## src/rtl/uart_pkg.sv

```systemverilog
// -----------------------------------------------------------------------------
// uart_pkg
// Shared types and helpers for the UART receive path.
//   rx_state_e : receiver FSM states (IDLE, START, DATA, PARITY, STOP)
//   cnt_width  : width of a counter that must hold the values 0..n-1
// -----------------------------------------------------------------------------
package uart_pkg;

  typedef enum logic [2:0] {
    IDLE,
    START,
    DATA,
    PARITY,
    STOP
  } rx_state_e;

  // Width of a counter holding 0..n-1. Never returns less than 1 bit.
  function automatic int cnt_width(input int n);
    return (n <= 2) ? 1 : $clog2(n);
  endfunction

endpackage

```

## src/rtl/uart_bit_sync.sv

```systemverilog
// -----------------------------------------------------------------------------
// uart_bit_sync
// Two-flop synchronizer for a single asynchronous input. The output lags the
// input by two clk edges. The reset value is a parameter so the cell can
// synchronize idle-high lines (UART rx) as well as idle-low ones.
// Ports:
//   clk      in  system clock
//   reset_n  in  asynchronous reset, active-low
//   i_async  in  asynchronous input
//   o_sync   out synchronized copy of i_async
// -----------------------------------------------------------------------------
module uart_bit_sync #(
  parameter logic RESET_VAL = 1'b1
) (
  input  logic clk,
  input  logic reset_n,
  input  logic i_async,
  output logic o_sync
);

  logic r_meta;
  logic r_sync;

  // NOTE: sequential state uses non-blocking assignments so that r_sync
  // captures the old r_meta; a blocking assignment would collapse the chain
  // into a single flop and defeat the synchronizer.
  always_ff @(posedge clk or negedge reset_n) begin
    if (!reset_n) begin
      r_meta <= RESET_VAL;
      r_sync <= RESET_VAL;
    end else begin
      r_meta <= i_async;
      r_sync <= r_meta;
    end
  end

  assign o_sync = r_sync;

endmodule

```

## src/rtl/uart_rx_oversampled.sv

```systemverilog
// -----------------------------------------------------------------------------
// uart_rx_oversampled
// UART receiver driven by a 16x (SAMPLE x) oversampling enable pulse. Recovers
// LSB-first frames from the asynchronous rx line and presents each byte in a
// one-entry valid/ready holding register with frame/overrun/parity status.
//
// Build option: define UART_RX_PARITY_EN to receive a parity bit after the
// data bits (sense chosen by PARITY_ODD). Without it, frames are
// start + DATA_BITS + stop and parity_err is tied to 0.
//
// Parameters:
//   DATA_BITS   data bits per frame (5..8)
//   SAMPLE      sample_tick pulses per bit period (even, >= 8)
//   PARITY_ODD  0 = even parity, 1 = odd parity (parity build only)
// Ports:
//   clk          in  system clock
//   reset_n      in  asynchronous reset, active-low
//   sample_tick  in  1-clk enable pulse at SAMPLE * baud rate
//   rx           in  asynchronous serial input, idle high
//   rx_data      out received byte (holding register)
//   rx_valid     out holding register full, held until rx_ready
//   rx_ready     in  consumer accepts; handshake = rx_valid & rx_ready
//   frame_err    out stop bit sampled 0 for the held byte
//   overrun_err  out at least one frame lost while rx_valid was high
//   parity_err   out parity mismatch for the held byte
//   busy         out receiver FSM not idle
// -----------------------------------------------------------------------------
module uart_rx_oversampled
  import uart_pkg::*;
#(
  parameter int DATA_BITS  = 8,
  parameter int SAMPLE     = 16,
  parameter int PARITY_ODD = 0
) (
  input  logic                 clk,
  input  logic                 reset_n,
  input  logic                 sample_tick,
  input  logic                 rx,
  output logic [DATA_BITS-1:0] rx_data,
  output logic                 rx_valid,
  input  logic                 rx_ready,
  output logic                 frame_err,
  output logic                 overrun_err,
  output logic                 parity_err,
  output logic                 busy
);

  localparam int TW = cnt_width(SAMPLE);
  localparam int BW = cnt_width(DATA_BITS);

  if (DATA_BITS < 5 || DATA_BITS > 8) begin : g_bad_data_bits
    $error("uart_rx_oversampled: DATA_BITS must be 5..8");
  end
  if (SAMPLE < 8 || (SAMPLE % 2) != 0) begin : g_bad_sample
    $error("uart_rx_oversampled: SAMPLE must be even and >= 8");
  end
  if (PARITY_ODD < 0 || PARITY_ODD > 1) begin : g_bad_parity_odd
    $error("uart_rx_oversampled: PARITY_ODD must be 0 or 1");
  end

  logic                 w_rx_s;
  logic                 w_mid_bit;
  logic                 w_handshake;

  rx_state_e            r_state;
  logic [TW-1:0]        r_tick_cnt;
  logic [BW-1:0]        r_bit_cnt;
  logic [DATA_BITS-1:0] r_shreg;
  logic                 r_busy;
  logic                 r_done;      // one-clk pulse after the stop sample
  logic                 r_fe_pend;   // frame error of the frame being handed over

  logic [DATA_BITS-1:0] r_rx_data;
  logic                 r_rx_valid;
  logic                 r_frame_err;
  logic                 r_overrun_err;

  uart_bit_sync #(.RESET_VAL(1'b1)) u_rx_sync (
    .clk     (clk),
    .reset_n (reset_n),
    .i_async (rx),
    .o_sync  (w_rx_s)
  );

  // After the half-bit start check the counter is realigned to 0, so every
  // later wrap at SAMPLE-1 lands in the middle of a bit.
  assign w_mid_bit   = (r_tick_cnt == TW'(SAMPLE - 1));
  assign w_handshake = r_rx_valid & rx_ready;

`ifdef UART_RX_PARITY_EN
  logic r_pe_pend;
  logic r_parity_err;
`endif

  // Receiver FSM; advances only on sample_tick.
  always_ff @(posedge clk or negedge reset_n) begin
    if (!reset_n) begin
      r_state    <= IDLE;
      r_tick_cnt <= '0;
      r_bit_cnt  <= '0;
      r_shreg    <= '0;
      r_busy     <= 1'b0;
      r_done     <= 1'b0;
      r_fe_pend  <= 1'b0;
`ifdef UART_RX_PARITY_EN
      r_pe_pend  <= 1'b0;
`endif
    end else begin
      r_done <= 1'b0;
      if (sample_tick) begin
        unique case (r_state)
          IDLE: begin
            if (!w_rx_s) begin
              r_state    <= START;
              r_busy     <= 1'b1;
              r_tick_cnt <= '0;
            end
          end
          START: begin
            if (r_tick_cnt == TW'(SAMPLE / 2 - 1)) begin
              r_tick_cnt <= '0;
              r_bit_cnt  <= '0;
              if (w_rx_s) begin
                // Line back high at mid start bit: treat as a glitch.
                r_state <= IDLE;
                r_busy  <= 1'b0;
              end else begin
                r_state <= DATA;
              end
            end else begin
              r_tick_cnt <= r_tick_cnt + 1'b1;
            end
          end
          DATA: begin
            if (w_mid_bit) begin
              r_tick_cnt <= '0;
              r_shreg    <= {w_rx_s, r_shreg[DATA_BITS-1:1]};
              if (r_bit_cnt == BW'(DATA_BITS - 1)) begin
                r_bit_cnt <= '0;
`ifdef UART_RX_PARITY_EN
                r_state   <= PARITY;
`else
                r_state   <= STOP;
`endif
              end else begin
                r_bit_cnt <= r_bit_cnt + 1'b1;
              end
            end else begin
              r_tick_cnt <= r_tick_cnt + 1'b1;
            end
          end
`ifdef UART_RX_PARITY_EN
          PARITY: begin
            if (w_mid_bit) begin
              r_tick_cnt <= '0;
              r_pe_pend  <= (^{r_shreg, w_rx_s}) ^ 1'(PARITY_ODD);
              r_state    <= STOP;
            end else begin
              r_tick_cnt <= r_tick_cnt + 1'b1;
            end
          end
`endif
          STOP: begin
            if (w_mid_bit) begin
              // Return to IDLE at mid stop bit so a following start edge
              // inside this bit period is still caught.
              r_tick_cnt <= '0;
              r_fe_pend  <= ~w_rx_s;
              r_done     <= 1'b1;
              r_state    <= IDLE;
              r_busy     <= 1'b0;
            end else begin
              r_tick_cnt <= r_tick_cnt + 1'b1;
            end
          end
          default: begin
            r_state <= IDLE;
            r_busy  <= 1'b0;
          end
        endcase
      end
    end
  end

  // Holding register. A frame is accepted when the register is empty or is
  // being emptied in the same clk; otherwise it is dropped and overrun is
  // flagged until the consumer takes the held byte.
  always_ff @(posedge clk or negedge reset_n) begin
    if (!reset_n) begin
      r_rx_data     <= '0;
      r_rx_valid    <= 1'b0;
      r_frame_err   <= 1'b0;
      r_overrun_err <= 1'b0;
`ifdef UART_RX_PARITY_EN
      r_parity_err  <= 1'b0;
`endif
    end else if (r_done) begin
      if (!r_rx_valid || w_handshake) begin
        r_rx_data     <= r_shreg;
        r_rx_valid    <= 1'b1;
        r_frame_err   <= r_fe_pend;
        r_overrun_err <= 1'b0;
`ifdef UART_RX_PARITY_EN
        r_parity_err  <= r_pe_pend;
`endif
      end else begin
        r_overrun_err <= 1'b1;
      end
    end else if (w_handshake) begin
      r_rx_valid    <= 1'b0;
      r_frame_err   <= 1'b0;
      r_overrun_err <= 1'b0;
`ifdef UART_RX_PARITY_EN
      r_parity_err  <= 1'b0;
`endif
    end
  end

  assign rx_data     = r_rx_data;
  assign rx_valid    = r_rx_valid;
  assign frame_err   = r_frame_err;
  assign overrun_err = r_overrun_err;
  assign busy        = r_busy;
`ifdef UART_RX_PARITY_EN
  assign parity_err  = r_parity_err;
`else
  assign parity_err  = 1'b0;
`endif

endmodule

```

## config.mk

```make
export PLATFORM = sky130hd
export DESIGN_NAME = uart_rx_oversampled
export DESIGN_NICKNAME = d
export VERILOG_FILES = /design/src/rtl/uart_pkg.sv /design/src/rtl/uart_bit_sync.sv /design/src/rtl/uart_rx_oversampled.sv
export SDC_FILE = /design/constraint.sdc
export NUM_CORES = 1
export LEC_CHECK = 0
export ABC_CLOCK_PERIOD_IN_PS = 2300
export BUFFER_PORTS_ARGS = -buffer_cell sky130_fd_sc_hd__buf_2
export CAP_MARGIN = 0
export CORE_ASPECT_RATIO = 0.75
export CORE_MARGIN = 2
export CORE_UTILIZATION = 53
export CTS_CLUSTER_SIZE = 8
export DETAILED_ROUTE_END_ITERATION = 8
export GPL_ROUTABILITY_DRIVEN = 0
export PLACE_DENSITY = 0.83
export SETUP_SLACK_MARGIN = 0.3
export SLEW_MARGIN = 15
export SYNTH_ARGS = -nofsm -noshare
export SYNTH_HDL_FRONTEND = slang
export SYNTH_SLANG_ARGS = --single-unit
```

## constraint.sdc

```tcl
create_clock -name clk -period 2.3 [get_ports clk]
set_input_delay 0.46 -clock clk [delete_from_list [all_inputs] [get_ports clk]]
set_output_delay 0.46 -clock clk [all_outputs]
set_load 0.02 [all_outputs]
```

# After elaboration in Yosys (flattened, before gate mapping)
# Index checks and enable logic that the tools add are counted.
# word_totals
regBits	34
output_inout_bits	13
inputBits	5
# classes
n_addsub	2
n_eq_ne	13
n_mux	30
reduce_logical	15
bitwise	3
# op_table
operator	n
$mux 3	8
$mux 1	14
$mux 4	3
$pmux 3 s4	1
$pmux 4 s3	1
$reduce_and 6->1	2
$ne 2x2->1 const B	5
$reduce_and 3->1	3
$eq 3x3->1 const B	2
$pmux 3 s2	1
$add 4x1->4 const B	1
$eq 4x3->1 const B	1
$eq 4x4->1 const B	1
$ne 2x1->1 const B	2
$pmux 1 s4	1
$reduce_and 2->1	2
$reduce_and 4->1	1
$reduce_bool 2->1	2
$add 3x1->3 const B	1
$eq 3x1->1 const B	1
$eq 3x2->1 const B	1
$logic_not 3->1	1
$reduce_bool 3->1	1
$mux 2	1
other kinds (5)	6

# Depth between registers and ports, before layout
# depth
ltp_word	4
mapped_depth	6
depth_no_buf	6

# Hierarchy
# From an unflattened synthesis, not the netlist that was laid out.
# hier_totals
cells_unflattened	131
hier_area_um2	1601.5
# modules_own_cells
mod	n_inst	area_per_inst_um2	cells_per_inst
uart_rx_oversampled	1	1549.0	129
uart_bit_sync	1	52.6	2

# Worst setup path after synthesis
# OpenSTA, ideal clock, no wires.
# synth_path
path_type	register to register
start	register r_tick_cnt[0]
end	register r_shreg[0]
slack_ns	0.605
n_path_buf	0
required_ns	2.175
stages_incl_launch_ff	5
setup_ns	0.125
arrival_ns	1.570
cell_sequence	dfrtp_1 -> ha_1 -> nand4_1 -> nor4_4 -> mux2_2
# synth_between
elab_chain_cells	2
# synth_lines
item	line	source
from (decl)	uart_rx_oversampled.sv:66	logic [TW-1:0] r_tick_cnt;
from (signal assigned)	uart_rx_oversampled.sv:131	r_tick_cnt <= r_tick_cnt + 1'b1;
from (signal assigned)	uart_rx_oversampled.sv:149	r_tick_cnt <= r_tick_cnt + 1'b1;
from (signal assigned)	uart_rx_oversampled.sv:173	r_tick_cnt <= r_tick_cnt + 1'b1;
$eq 4x4->1	uart_rx_oversampled.sv:87	assign w_mid_bit = (r_tick_cnt == TW'(SAMPLE - 1));
$reduce_and 3->1 (no source line)	-	
to (signal assigned)	uart_rx_oversampled.sv:137	r_shreg <= {w_rx_s, r_shreg[DATA_BITS-1:1]};
to (decl)	uart_rx_oversampled.sv:68	logic [DATA_BITS-1:0] r_shreg;
# No other way between the ends.
# A chain may end at the register's enable or synchronous reset.

# Worst setup path in the final report
# layout_path
start	register r_tick_cnt[0]
end	register r_shreg[5]
# Same word-level chain as after synthesis.

==> flow_summary_export.csv <==
group,metric,value,unit
synth,syn-mean-instance-area,12.3,sq um
global_routing,grt_pass1_vias,981,
timing,setup_violations,0,
status,outcome,"finished clean",
cts,insertion_delay,0.29,ns
placement,dp_cells,179,
synth,syn_inst,130,
synth,yosysUniqueCellTypes,44,
worst_hold_path,hp-class,"input pin to asynchronous set/reset pin",
cts,clock-sinks,34,
global_routing,grt_max_degree,35,
power,peakVddDrop,0.533,mV
setup_path,cp-end-kind,"register",
cells_and_area,stdcell_count,189,
setup_path,cp-start-kind,"register",
synth,async_reset_ff_frac,1.00,
timing,finalMaxSlewViolations,0,
synth,postSynthNetCount,138,
power,switching_share,0.348,
cells_and_area,areaGrowthSynthToFinish,12.5,%
setup_path,r2r-start,"r_tick_cnt[0]$_DFFE_PN0P_",
global_routing,grt_pass1_wl,4.55,mm
route,num_vias,1070,
cells_and_area,antenna_cells,0,
setup_path,cp.required,2.47,ns
cts,root_buffer,"clkbuf_8",
cts,cts_tree,"yes",
global_routing,grt-ovfl-total,0,
placement,placed_area,1690,sq um
setup_path,critPathKind,"register to register",
timing,rsz0062_at_grt,"no",
global_routing,antenna_found_initial,0,
setup_path,r2r.worst_path.cells,5,
timing,hold_viol,0,
route,drc,0,
placement,port_buffers,16,
die,die_w,67.3,microns
cells_and_area,nFillCells,236,
timing,fmax,0.536,GHz
power,powerDensity,920,nW/um^2
route,drt.antenna.violating_nets,0,
synth,seq_area_frac_synth,0.536,
power,netSwitchingPower,0.000573,W
cts,cts_hold_buf,0,
die,initial_core_util,0.551,
synth,yosys_most_used_dff,"dfrtp_1",
timing,tightest_slew,0.719,ns
cts,clockBufferDepth,2,
setup_path,reg2reg_slack,0.43,ns
route,dr.pass1.iters,5,
die,io_pins,18,
cts,h-tree-depth,2,
cells_and_area,final_area,1790,sq um
setup_path,critPathMaxStageDelay,0.39,ns
timing,fin_tns_setup,0,ns
synth,post_synth_instance_area,1590,sq um
placement,dp_hpwl,1.97,mm
timing,relSlewSlack,0.521,
setup_path,r2r-end,"r_shreg[5]$_DFFE_PN0P_",
cells_and_area,finish.utilization,0.619,
power,clockPowerShare,0.267,
cells_and_area,layout-drive-gt1-share,0.377,
setup_path,cp_slowest_cell,"dfrtp_1",
cells_and_area,ff_latch_area,853,sq um
route,via_per_inst,5.66,
global_routing,grt_usage,0.182,
cts,clkTransAtPathRegs,0.07,ns
die,die_h,51.5,microns
route,wl_per_cell,14.2,microns
synth,ys_seq_elements,34,
synth,ys_warn_count,0,
setup_path,path_cells,"ha_1 -> nand4_1 -> nor4_4 -> buf_4 -> mux2_2",
cts,cts_resized,0,
setup_path,worstPathMaxFanout,8,
cells_and_area,fin_nets,158,
setup_path,critical_path_buf_inv_count,1,
die,die_area,3460,sq um
setup_path,crit_family,"simple AND/OR/NAND/NOR gates",
job,cap_violations,0,
power,p_seq_frac,0.475,
die,coreArea,2890,sq um
timing,finalCritPeriodShare,0.812,
route,routed_wl,2.69,mm
setup_path,crit_arrival,2.03,ns
timing,skew,0.00697,ns
synth,yosysMostFrequentCell,"dfrtp_1",
cts,numCtsBuffers,5,
synth,synth-edff-count,0,
cells_and_area,multi_input_area,693,sq um
die,row_count,17,
synth,synth_commonest_cells,"dfrtp_1 (32), mux2_2 (20), nor2_1 (8)",
power,cellLeakagePower,0.903,nW
power,intPower,0.00108,W
synth,synthTopCellsByArea,"dfrtp_1 (50%), mux2_2 (14%), dfstp_2 (3.3%)",
timing,finalCriticalPeriod,1.87,ns
synth,synth_top_area_frac,0.503,
synth,yosysTopAreaCell,"dfrtp_1",
route,drt_iter0_drc,29,
power,power_frac_comb,0.257,
[registers in the layout (all words and copies together), names as in the netlist]
register and flops:
busy 1, r_state 3, r_done 1, r_bit_cnt 3, r_fe_pend 1, overrun_err 1, r_shreg 8, r_tick_cnt 4
u_rx_sync.r_meta 1, frame_err 1, rx_data 8, u_rx_sync.o_sync 1, rx_valid 1
[worst max path at each step]
| stage | cells past startpoint | from | endpoint |
|---|---|---|---|
| floorplan | 4 | r_tick_cnt[0]$_DFFE_PN0P_ | r_shreg[0]$_DFFE_PN0P_ |
| global placement | 4 | r_tick_cnt[0]$_DFFE_PN0P_ | r_shreg[1]$_DFFE_PN0P_ |
| detailed placement | 4 | r_tick_cnt[0]$_DFFE_PN0P_ | r_shreg[5]$_DFFE_PN0P_ |
| CTS | 4 | r_tick_cnt[0]$_DFFE_PN0P_ | r_shreg[5]$_DFFE_PN0P_ |
| global route | 5 | r_tick_cnt[0]$_DFFE_PN0P_ | r_shreg[5]$_DFFE_PN0P_ |
| finish | 5 | r_tick_cnt[0]$_DFFE_PN0P_ | r_shreg[5]$_DFFE_PN0P_ |
[cells by family (layout without fill, tap and decap cells)]
kind of cell / Yosys count / count (layout) / synth area share
adder cells (fa/ha/maj): 3 / 3 / 0.0236
buffers and inverters: 8 / 29 / 0.0291
AO/OA/AOI/OAI: 23 / 23 / 0.102
XOR/XNOR: 1 / 1 / 0.00550
multiplexers: 23 / 23 / 0.160
AND/OR/NAND/NOR: 37 / 37 / 0.141
other: 1 / 1 / 0.00235
flip-flops: 34 / 34 / 0.536
[stage by stage]
stage / setup WS, ns / power (W) / hold WS [ns]
after CTS: 0.362 / 0.00166 / 0.245
after detailed placement: 0.366 / 0.00121 / 0.350
after floorplan: 0.605 / 0.00113 / 0.164
final: 0.433 / 0.00165 / 0.224
after global routing: 0.322 / 0.00175 / 0.268
after global placement: 0.484 / 0.00119 / 0.349
[placed cells by master (no fill, tap or decap), types with 2 or more instances in the layout]
| cell | n |
|---|---|
| a211oi_1 | 3 |
| a21oi_1 | 4 |
| and3_1 | 3 |
| buf_2 | 16 |
| buf_4 | 2 |
| clkbuf_8 | 6 |
| dfrtp_1 | 32 |
| dfstp_2 | 2 |
| ha_1 | 3 |
| inv_1 | 2 |
| mux2_2 | 20 |
| mux2i_1 | 3 |
| nand2_1 | 4 |
| nand2b_1 | 2 |
| nand3_1 | 5 |
| nand4_1 | 2 |
| nor2_1 | 8 |
| nor2b_1 | 2 |
| nor3_1 | 2 |
| o21ai_0 | 3 |
| o31ai_1 | 2 |
| or2_2 | 2 |
[power groups by stage]
stage / sequential [W] / clock [W] / combinational, W
5_1_grt: 0.000798 / 0.000472 / 0.000482
3_3_place_gp: 0.000786 / 0 / 0.000402
4_1_cts: 0.000781 / 0.000454 / 0.000423
2_1_floorplan: 0.000725 / 0 / 0.000408
3_5_place_dp: 0.000792 / 0 / 0.000420
6_report: 0.000784 / 0.000441 / 0.000424
[timing repair]
item,CTS,global route
buffers inserted,0,2
endpoints found under the hold margin,0,0
setup endpoints to repair,0,8
[final cells by class]
cell class / instances / share of cell area
inverters: 3 / 0.00628
flip-flops and latches: 34 / 0.476
clock inverters: 1 / 0.00279
well taps: 38 / 0.0265
clock buffers: 7 / 0.0482
multi-input cells: 88 / 0.387
repair buffers: 18 / 0.0531
[layer usage]
metal | track usage | up-vias | part of all wire
met4 | 0.105 | 0 | 0.025
met3 | 0.0463 | 9 | 0.041
met2 | 0.259 | 27 | 0.47
met1 | 0.250 | 514 | 0.47
li1 | - | 520 | -
met5 | 0 | - | 0
Note: power is estimated with default switching activity, not from simulation.
